--- config.mk ---
export PLATFORM = sky130hd
export DESIGN_NAME = alu4_arbiter
export DESIGN_NICKNAME = d
export VERILOG_FILES = /design/src/rtl/alu4_arbiter.sv
export SDC_FILE = /design/constraint.sdc
export NUM_CORES = 1
export LEC_CHECK = 0
export CAP_MARGIN = 20
export CELL_PAD_IN_SITES_DETAIL_PLACEMENT = 1
export CELL_PAD_IN_SITES_GLOBAL_PLACEMENT = 1
export CORE_UTILIZATION = 30
export CTS_CLUSTER_SIZE = 14
export DETAILED_ROUTE_END_ITERATION = 6
export GPL_TIMING_DRIVEN = 1
export HOLD_SLACK_MARGIN = 0.08
export PLACE_DENSITY = 0.81
export SLEW_MARGIN = 20
export SYNTH_ARGS = -nofsm -noshare
export SYNTH_HDL_FRONTEND = slang
export SYNTH_SLANG_ARGS = --single-unit
--- constraint.sdc ---
create_clock -name clk -period 4.8 [get_ports clk]
set_clock_uncertainty 0.2 [all_clocks]
set_input_delay 1.2 -clock clk [delete_from_list [all_inputs] [get_ports clk]]
set_output_delay 1.2 -clock clk [all_outputs]
set_load 0.01 [all_outputs]
--- src/rtl/alu4_arbiter.sv ---
// Two-requester round-robin front end for a shared external ALU.
// Each grant runs IDLE -> EXEC -> RESP and holds the response until the consumer takes it.
module alu4_arbiter #(
  parameter int ADDER_WIDTH = 4
) (
  input  logic                       clk,
  input  logic                       rst_n,
  input  logic [1:0]                 req_valid,
  output logic [1:0]                 req_ready,
  input  logic [2*ADDER_WIDTH-1:0]   req_a,
  input  logic [2*ADDER_WIDTH-1:0]   req_b,
  input  logic [1:0]                 req_m,
  input  logic [3:0]                 req_op,
  input  logic [1:0]                 req_cin,
  output logic [ADDER_WIDTH-1:0]     alu_a,
  output logic [ADDER_WIDTH-1:0]     alu_b,
  output logic                       alu_m,
  output logic [1:0]                 alu_op,
  output logic                       alu_cin,
  input  logic [ADDER_WIDTH-1:0]     alu_sum,
  input  logic                       alu_cout,
  output logic                       rsp_valid,
  output logic                       rsp_id,
  output logic [ADDER_WIDTH-1:0]     rsp_sum,
  output logic                       rsp_cout,
  input  logic                       rsp_ready
);

  localparam int W = ADDER_WIDTH;

  typedef enum logic [1:0] {
    IDLE = 2'd0,
    EXEC = 2'd1,
    RESP = 2'd2
  } state_t;

  state_t           r_state;
  state_t           w_next;
  logic             r_last_grant;
  logic [W-1:0]     r_alu_a;
  logic [W-1:0]     r_alu_b;
  logic             r_alu_m;
  logic [1:0]       r_alu_op;
  logic             r_alu_cin;
  logic             r_rsp_valid;
  logic             r_rsp_id;
  logic [W-1:0]     r_rsp_sum;
  logic             r_rsp_cout;

  logic             w_grant_id;
  logic             w_grant_en;
  logic [W-1:0]     w_sel_a;
  logic [W-1:0]     w_sel_b;
  logic             w_sel_m;
  logic [1:0]       w_sel_op;
  logic             w_sel_cin;
  logic             w_arith_hi;
  logic [W-1:0]     w_sum_masked;
  logic             w_cout_masked;

  // On a tie the requester that did not win last time is chosen.
  always_comb begin
    w_grant_id = 1'b0;
    case (req_valid)
      2'b01:   w_grant_id = 1'b0;
      2'b10:   w_grant_id = 1'b1;
      2'b11:   w_grant_id = ~r_last_grant;
      default: w_grant_id = 1'b0;
    endcase
  end

  always_comb begin
    w_next     = r_state;
    w_grant_en = 1'b0;
    req_ready  = '0;
    case (r_state)
      IDLE: begin
        if (rst_n && (req_valid != 2'b00)) begin
          w_grant_en = 1'b1;
          req_ready  = w_grant_id ? 2'b10 : 2'b01;
          w_next     = EXEC;
        end
      end
      EXEC:    w_next = RESP;
      RESP:    if (rsp_ready) w_next = IDLE;
      default: w_next = IDLE;
    endcase
  end

  always_comb begin
    w_sel_a   = w_grant_id ? req_a[2*W-1:W] : req_a[W-1:0];
    w_sel_b   = w_grant_id ? req_b[2*W-1:W] : req_b[W-1:0];
    w_sel_m   = w_grant_id ? req_m[1]       : req_m[0];
    w_sel_op  = w_grant_id ? req_op[3:2]    : req_op[1:0];
    w_sel_cin = w_grant_id ? req_cin[1]     : req_cin[0];
  end

  // Arithmetic ops 1x produce a zero result; carry is only meaningful for add/sub.
  always_comb begin
    w_arith_hi    = ~r_alu_m & r_alu_op[1];
    w_sum_masked  = w_arith_hi ? '0 : alu_sum;
    w_cout_masked = ~r_alu_m & ~r_alu_op[1] & alu_cout;
  end

  always_ff @(posedge clk) begin
    if (!rst_n) begin
      r_state      <= IDLE;
      r_last_grant <= 1'b1;
      r_alu_a      <= '0;
      r_alu_b      <= '0;
      r_alu_m      <= 1'b0;
      r_alu_op     <= '0;
      r_alu_cin    <= 1'b0;
      r_rsp_valid  <= 1'b0;
      r_rsp_id     <= 1'b0;
      r_rsp_sum    <= '0;
      r_rsp_cout   <= 1'b0;
    end else begin
      r_state <= w_next;
      if (w_grant_en) begin
        r_last_grant <= w_grant_id;
        r_alu_a      <= w_sel_a;
        r_alu_b      <= w_sel_b;
        r_alu_m      <= w_sel_m;
        r_alu_op     <= w_sel_op;
        r_alu_cin    <= w_sel_cin;
      end
      if (r_state == EXEC) begin
        r_rsp_valid <= 1'b1;
        r_rsp_id    <= r_last_grant;
        r_rsp_sum   <= w_sum_masked;
        r_rsp_cout  <= w_cout_masked;
      end
      if ((r_state == RESP) && rsp_ready) begin
        r_rsp_valid <= 1'b0;
      end
    end
  end

  assign alu_a     = r_alu_a;
  assign alu_b     = r_alu_b;
  assign alu_m     = r_alu_m;
  assign alu_op    = r_alu_op;
  assign alu_cin   = r_alu_cin;
  assign rsp_valid = r_rsp_valid;
  assign rsp_id    = r_rsp_id;
  assign rsp_sum   = r_rsp_sum;
  assign rsp_cout  = r_rsp_cout;

endmodule

==> out/qor.yml <==
crit_required_ns: 3.40
syn_nets: 143
final_hold_viol_count: 0
setup_violations: 0
ys_seq_elements: 22
grt_use_total: 0.182
p_leak_nw: 0.589
yosysUniqueCellTypes: 22
syn_area_per_cell_um2: 9.71
drive_above_1_share: 0.0559
ctsLongestPathBuffers: 2
fin_area_mm2: 0.00167
io_pins: 55
synthFlopType: "dfxtp_1"
synth-seq-area-share: 0.416
status: "finished clean"
cp_max_fo: 13
postRouteAntennaNets: 0
yosysWarnings: 0
cts_hold_buffers: 0
avgViaCountPerCell: 5.22
cts_tree: "built"
place_congestion: 0.731
fin_setup_tns_ns: 0
diodes: 0
fin_crit_ns: 4.09
dieArea_mm2: 0.00377
synth_area_mm2: 0.00106
synth.area.top_cells: "dfxtp_1 (42%), o2111a_1 (13%), nand4bb_1 (8.5%), or4_1 (8.5%), or4bb_1 (4.3%)"
async_flop_share: 0
grt_pass1_vias: 1073
synth.most_common_cell: "dfxtp_1"
post_cts_resized: 0
maxCapViolCount: 0
relSlewSlack: 0.594
p_clk_frac: 0.228
avgRoutedWirePerCell_um: 16.0
design.core.area_mm2: 0.00336
fmax_mhz: 245
combPwrFrac: 0.296
postPlaceCellArea_mm2: 0.00163
grt_max_degree: 20
initial_utilization: 0.315
timing.final.crit_share: 0.852
synth_cells: 109
antenna_found_initial: 0
rsz0062_at_grt: "false"
start_kind: "primary input"
final_nets: 196
clock-sinks: 22
cts_max_level: 1
n_fill_cell: 414
grt-ovfl-total: 0
die_h_um: 61.4
die_x_um: 61.4
drt_wl_total_um: 3310
synthToLayoutAreaGrowth_pct: 57.6
port_buffers: 54
pwr_density_cell_mw_per_mm2: 277
arrival_ns: 2.69
synth_common_cells: "dfxtp_1 (22), o2111a_1 (12), or4_1 (12), nand2_1 (9)"
worst-setup-path-type: "in2out"
drv_slew: 0
synth_edf_count: 0
swShare: 0.284
p_int_mw: 0.331
clock_tree.root_cell: "clkbuf_4"
min_path_type: "reg2reg"
dr.first_iter.drc_count: 23
grt_pass1_wl_um: 4970
ir_worst_vdd_uv: 148
tightest_slew_ns: 0.604
clk_latency_ns: 0.31
drc: 0
dp_hpwl_um: 2480
rows: 21
yosysTopAreaCell: "dfxtp_1"
dr.pass1.iters: 4
cts_buffers: 3
clkSlewWorstSetupHoldPaths_ns: 0.12
vias: 1080
p_sw_mw: 0.131
pwr-share-seq: 0.477
endpoint_kind: "output pin"
cts_setup_buffers: 0
synth_top_area_frac: 0.416
-- per-stage QoR --
stage               power, mW  hold slack (ns)   util  cells  worst slack [ns]
finish                  0.462            0.270  0.496    207             0.712
global route            0.488            0.291  0.496    207             0.631
CTS                     0.468            0.275  0.496    207             0.701
detailed placement      0.362            0.257  0.485    203             0.719
global placement        0.358            0.239  0.485    203             0.729
floorplan               0.284            0.259      -    109              1.56
-- state kept, by name, indices dropped and copies added, names as in the netlist --
signal        cells
alu_a             4
alu_b             4
alu_cin           1
alu_m             1
alu_op            2
r_last_grant      1
r_state           2
rsp_cout          1
rsp_id            1
rsp_sum           4
rsp_valid         1
-- cell families after synthesis --
logic type             count (synthesis)  share of synthesized area
AOI/OAI and AO/OA                     24                      0.194
buffers and inverters                 12                     0.0591
DFF                                   22                      0.416
and+or+nand+nor                       51                      0.331
-- worst paths after layout --
kind	from	end	slack (ns)	cells past startpoint
setup / recovery	req_valid[1]	req_ready[1]	0.71	4
hold / removal	rsp_id	rsp_id	0.27	2
setup reg to reg	r_state[1]	alu_op[1]	2.80	3
hold reg to reg	rsp_id	rsp_id	0.27	2
-- critical path: stages --
cell and delay (ns):
clkdlybuf4s50_1 0.49, a21bo_1 0.32, nor2_1 0.13, clkdlybuf4s50_1 0.55
-- layout by cell type (no fill, tap or decap) --
| cell | netlist | routed |
|---|---|---|
| nand2_1 | 9 | 9 |
| inv_1 | 2 | 2 |
| or4_1 | 12 | 12 |
| buf_4 | 2 | 4 |
| o21ai_0 | 2 | 2 |
| nand4bb_1 | 8 | 8 |
| nor3_1 | 1 | 1 |
| a21oi_1 | 8 | 8 |
| nor2_1 | 6 | 6 |
| nor2_2 | 1 | 1 |
| nand2b_1 | 2 | 2 |
| or4bb_1 | 4 | 4 |
| clkdlybuf4s50_1 | 0 | 54 |
| nand3_1 | 5 | 5 |
| nor3b_1 | 1 | 1 |
| a21bo_1 | 1 | 1 |
| nor2b_1 | 2 | 2 |
| dfxtp_1 | 22 | 22 |
| o2111a_1 | 12 | 12 |
| clkbuf_8 | 0 | 1 |
| clkbuf_4 | 0 | 3 |
| a221o_1 | 1 | 1 |
-- layer usage --
layer	routed length (um)	GRT usage	part of all wire
met2	1620	0.307	0.49
met5	0	0	0
met1	1480	0.238	0.45
met4	35	0.0540	0.011
met3	174	0.0315	0.053
-- power groups by stage --
stage	sequential, mW	combinational [mW]	clock (mW)
after floorplan	0.225	0.0589	0
after global placement	0.224	0.134	0
after detailed placement	0.225	0.137	0
after CTS	0.221	0.138	0.109
after global routing	0.224	0.147	0.117
final	0.220	0.137	0.105
-- area by class of cell --
cell class                      count  area, um2  area share
Clock buffer                        4       36.3      0.0218
Inverter                            2       7.51     0.00450
Multi-Input combinational cell     75        556       0.333
Sequential cell                    22        440       0.264
Tap cell                           46       57.6      0.0345
Timing Repair Buffer               58        571       0.342
Power figures use the tool's default switching activity.
==> patch 1, RTL diff (same settings) <==
`ADDER_WIDTH`: 4 -> 6.
--- a/src/rtl/alu4_arbiter.sv
+++ b/src/rtl/alu4_arbiter.sv
@@ -2,5 +2,5 @@
 // Each grant runs IDLE -> EXEC -> RESP and holds the response until the consumer takes it.
 module alu4_arbiter #(
-  parameter int ADDER_WIDTH = 4
+  parameter int ADDER_WIDTH = 6
 ) (
   input  logic                       clk,
Interface: changed (6 resized); port bits go from 55 to 71. No check against the original RTL was run, so the function may have changed too.
==> patch 1 against the unedited design <==
Wire length increased by 27%; worst setup slack got worse by 0.39 ns; sequential power increased by 25%; area after synthesis increased by 20%; final area increased by 25%; total power increased by 38%; sequential cell count increased by 6.
==> patch 1: results <==
export IMPL_status="finished, final reports clean"
export IMPL_yosysWarnings=0
export IMPL_wl_met2_um=2280
export IMPL_drtIter0Drc=49
export IMPL_grt_max_degree=26
export IMPL_max_stage_delay_ns=0.71
export IMPL_cts_root_buf="clkbuf_8"
export IMPL_syn_num_nets=178
export IMPL_yosys_top_cells_count="or3_1, dfxtp_1, o2111a_1, nand2_1, clkbuf_1"
export IMPL_yosys_top_cells_area="dfxtp_1, or3_1, o2111a_1"
export IMPL_wl_met3_um=116
export IMPL_clk_latency_ns=0.28
export IMPL_pre_cts_ws_ns=0.331
export IMPL_synth_compound_area_share_pct=21.0
export IMPL_worstPathArrival_ns=3.08
export IMPL_grt_pass1_wl_um=6600
export IMPL_vias=1323
export IMPL_yosysSeqAreaShare_pct=44.0
export IMPL_reg2reg_depth=4
export IMPL_routabilityCongestion=0.786
export IMPL_rr_endpoint="alu_op[0]$_SDFFE_PN0P_"
export IMPL_tightest_slew_ns=0.881
export IMPL_crit_fanout=17
export IMPL_layout_drive_gt1_share_pct=5.47
export IMPL_async_flop_share_pct=0
export IMPL_p_int_w=0.000473
export IMPL_worstHoldEndpoint="rsp_cout$_SDFFE_PN0N_"
export IMPL_fillers=458
export IMPL_slowest_stage="nor2b_1"
export IMPL_place_port_buffers=70
export IMPL_r2r_slack_ns=2.94
export IMPL_min_from="rsp_cout$_SDFFE_PN0N_"
export IMPL_grt_pass1_vias=1394
export IMPL_p_leak_nw=0.730
export IMPL_final_nets=246
export IMPL_finalWirelength_um=4200
export IMPL_dpl_hpwl_um=3250
export IMPL_clk_pin_slew_worst_paths_ns=0.10
export IMPL_peakVddDrop_uv=128
export IMPL_grtUsageTotal_pct=19.9
export IMPL_drt_met1_wl_um=1740
==> patch 1: logic make-up after synthesis <==
group	after synthesis
AND/OR/NAND/NOR	64
AO/OA/AOI/OAI	29
flip-flops	28
buffers and inverters	13
==> patch 1: worst max-delay path by stage <==
stage	slack (ns)	start	endpoint
after floorplan	1.29	req_valid[1]	req_ready[1]
after global placement	0.39	req_valid[1]	req_ready[0]
after detailed placement	0.33	req_valid[1]	req_ready[0]
after CTS	0.31	req_valid[1]	req_ready[0]
after global routing	0.18	req_valid[1]	req_ready[0]
final	0.32	req_valid[1]	req_ready[0]
==> patch 1: power groups by stage <==
stage	Clock, W	Sequential, W	Combinational [W]
final	0.000187	0.000275	0.000175
after global routing	0.000199	0.000278	0.000189
after CTS	0.000191	0.000275	0.000176
after detailed placement	0	0.000280	0.000175
after global placement	0	0.000279	0.000168
after floorplan	0	0.000288	0.0000675
==> patch 1: final cells by class <==
| type | count | area [um^2] | share of cell area (%) |
|---|---|---|---|
| multi-input combinational | 93 | 641 | 30.8 |
| sequential | 28 | 561 | 27.0 |
| inverter | 1 | 3.75 | 0.181 |
| clock inverter | 1 | 30.0 | 1.45 |
| tap | 50 | 62.6 | 3.01 |
| timing repair buffer | 75 | 738 | 35.5 |
| clock buffer | 3 | 41.3 | 1.99 |
==> patch 1: through the flow <==
stage / hold WS (ns) / power [W] / utilization, % / cells / instance area (um^2)
2_1_floorplan: 0.265 / 0.000355 / - / 134 / 1270
3_3_place_gp: 0.241 / 0.000447 / 49.6 / 246 / 2000
3_5_place_dp: 0.252 / 0.000455 / 49.6 / 246 / 2000
4_1_cts: 0.267 / 0.000642 / 51.4 / 250 / 2070
5_1_grt: 0.286 / 0.000666 / 51.6 / 251 / 2080
6_report: 0.263 / 0.000637 / 51.6 / 251 / 2080
==> patch 1: worst min-delay path: cells and delay by family (launching register included) <==
family	cells	cell delay, ns
flops	1	0.32
compound gates	1	0.05
simple gates	1	0.05
==> patch 1: metal layers <==
layer  vias up  GRT usage [%]
met1       649           22.3
met5         -              0
li1        631              -
met3         7           2.87
met2        36           37.6
met4         0           7.18
==> patch 2, RTL diff (config.mk and constraints unchanged) <==
Made on the original files. Re-encode `state_t` (3 states) as one-hot, 3 bits wide.
--- a/src/rtl/alu4_arbiter.sv
+++ b/src/rtl/alu4_arbiter.sv
@@ -29,8 +29,8 @@
   localparam int W = ADDER_WIDTH;
 
-  typedef enum logic [1:0] {
-    IDLE = 2'd0,
-    EXEC = 2'd1,
-    RESP = 2'd2
+  typedef enum logic [2:0] {
+    IDLE = 3'b001,
+    EXEC = 3'b010,
+    RESP = 3'b100
   } state_t;
 
Behaviour: no difference found for any inputs over 10 cycles, from zero or initial values and one cycle with rst_n low; not proved beyond that.
==> patch 2 against the unedited design <==
Area after synthesis shrank 5.6%; total power shrank 6.6%; final area shrank 3.1%; maximum frequency shrank 7.6%; via count shrank 0.65%; sequential cell count grew 1; critical path type unchanged; largest power group unchanged; critical endpoint is now req_ready[0]; worst setup slack lost 0.33 ns; wire length shrank 13%.
==> patch 2: results <==
export IMPL_fillers=399
export IMPL_num_nonclk_inverters=1
export IMPL_netlist_area_um2=1000
export IMPL_syn_num_nets=157
export IMPL_hold_ws_ns=0.272
export IMPL_yosys_top_cells_count="nand2_1, dfxtp_1, a31oi_1, o21ai_0"
export IMPL_pre_cts_ws_ns=0.364
export IMPL_grt_pass1_wl_um=4840
export IMPL_final_nets=213
export IMPL_multi_input_area_share_pct=30.9
export IMPL_wire_per_inst_um=13.0
export IMPL_crit_fanout=3
export IMPL_finalPower_w=0.000431
export IMPL_post_route_worst_setup_slack_ns=0.377
export IMPL_clk_share_pct=1.70
export IMPL_p_int_w=0.000307
export IMPL_regArea_um2=460
export IMPL_worstHoldEndpoint="rsp_sum[0]$_SDFFE_PN0P_"
export IMPL_max_stage_delay_ns=0.58
export IMPL_vias=1073
export IMPL_worstPathArrival_ns=3.02
export IMPL_rr_endpoint="rsp_sum[3]$_SDFFE_PN0P_"
export IMPL_place_inst=218
export IMPL_ys_types=24
export IMPL_yosys_top_cells_area="dfxtp_1, nand2_1, a31oi_1"
export IMPL_drtIter0Drc=25
export IMPL_final_area_mm2=0.00162
export IMPL_status="finished, final reports clean"
export IMPL_grtUsageTotal_pct=18.3
export IMPL_layout_drive_gt1_share_pct=6.18
export IMPL_peakVddDrop_uv=131
export IMPL_r2r_slack_ns=3.16
export IMPL_clk_pin_slew_worst_paths_ns=0.14
export IMPL_seq_power_share_pct=50.9
export IMPL_p_comb_share_pct=27.3
export IMPL_syn_avg_cell_area_um2=8.13
export IMPL_buf_share_pct=35.3
export IMPL_min_from="rsp_sum[0]$_SDFFE_PN0P_"
export IMPL_grt_max_degree=27
==> patch 2: cell types whose count changed after synthesis, sizes merged, moves of 6 or more <==
| cell | unedited run | this run |
|---|---|---|
| a21boi | 0 | 6 |
| nand2 | 9 | 34 |
| o2111a | 12 | 0 |
| nand4bb | 8 | 0 |
| a31oi | 0 | 12 |
| a21oi | 8 | 2 |
| or4 | 12 | 0 |
| o21ai | 2 | 14 |
==> patch 2: worst register-to-register path, stage by stage (launching register included) <==
cell and delay (ns):
dfxtp_1 0.52, nand2b_1 0.13, nor2_1 0.37, nand3_1 0.13, a21boi_0 0.22
==> patch 2: layer usage <==
metal / track usage [%] / routed length [um]
met2: 31.4 / 1440
met3: 6.06 / 244
met1: 21.0 / 1190
met4: 6.98 / 15
met5: 0 / 0
==> patch 2: logic make-up after synthesis <==
logic type | share of synthesized area [%]
AOI/OAI and AO/OA | 20.8
buffers and inverters | 4.00
DFF | 46.1
muxes | 2.00
and+or+nand+nor | 27.2
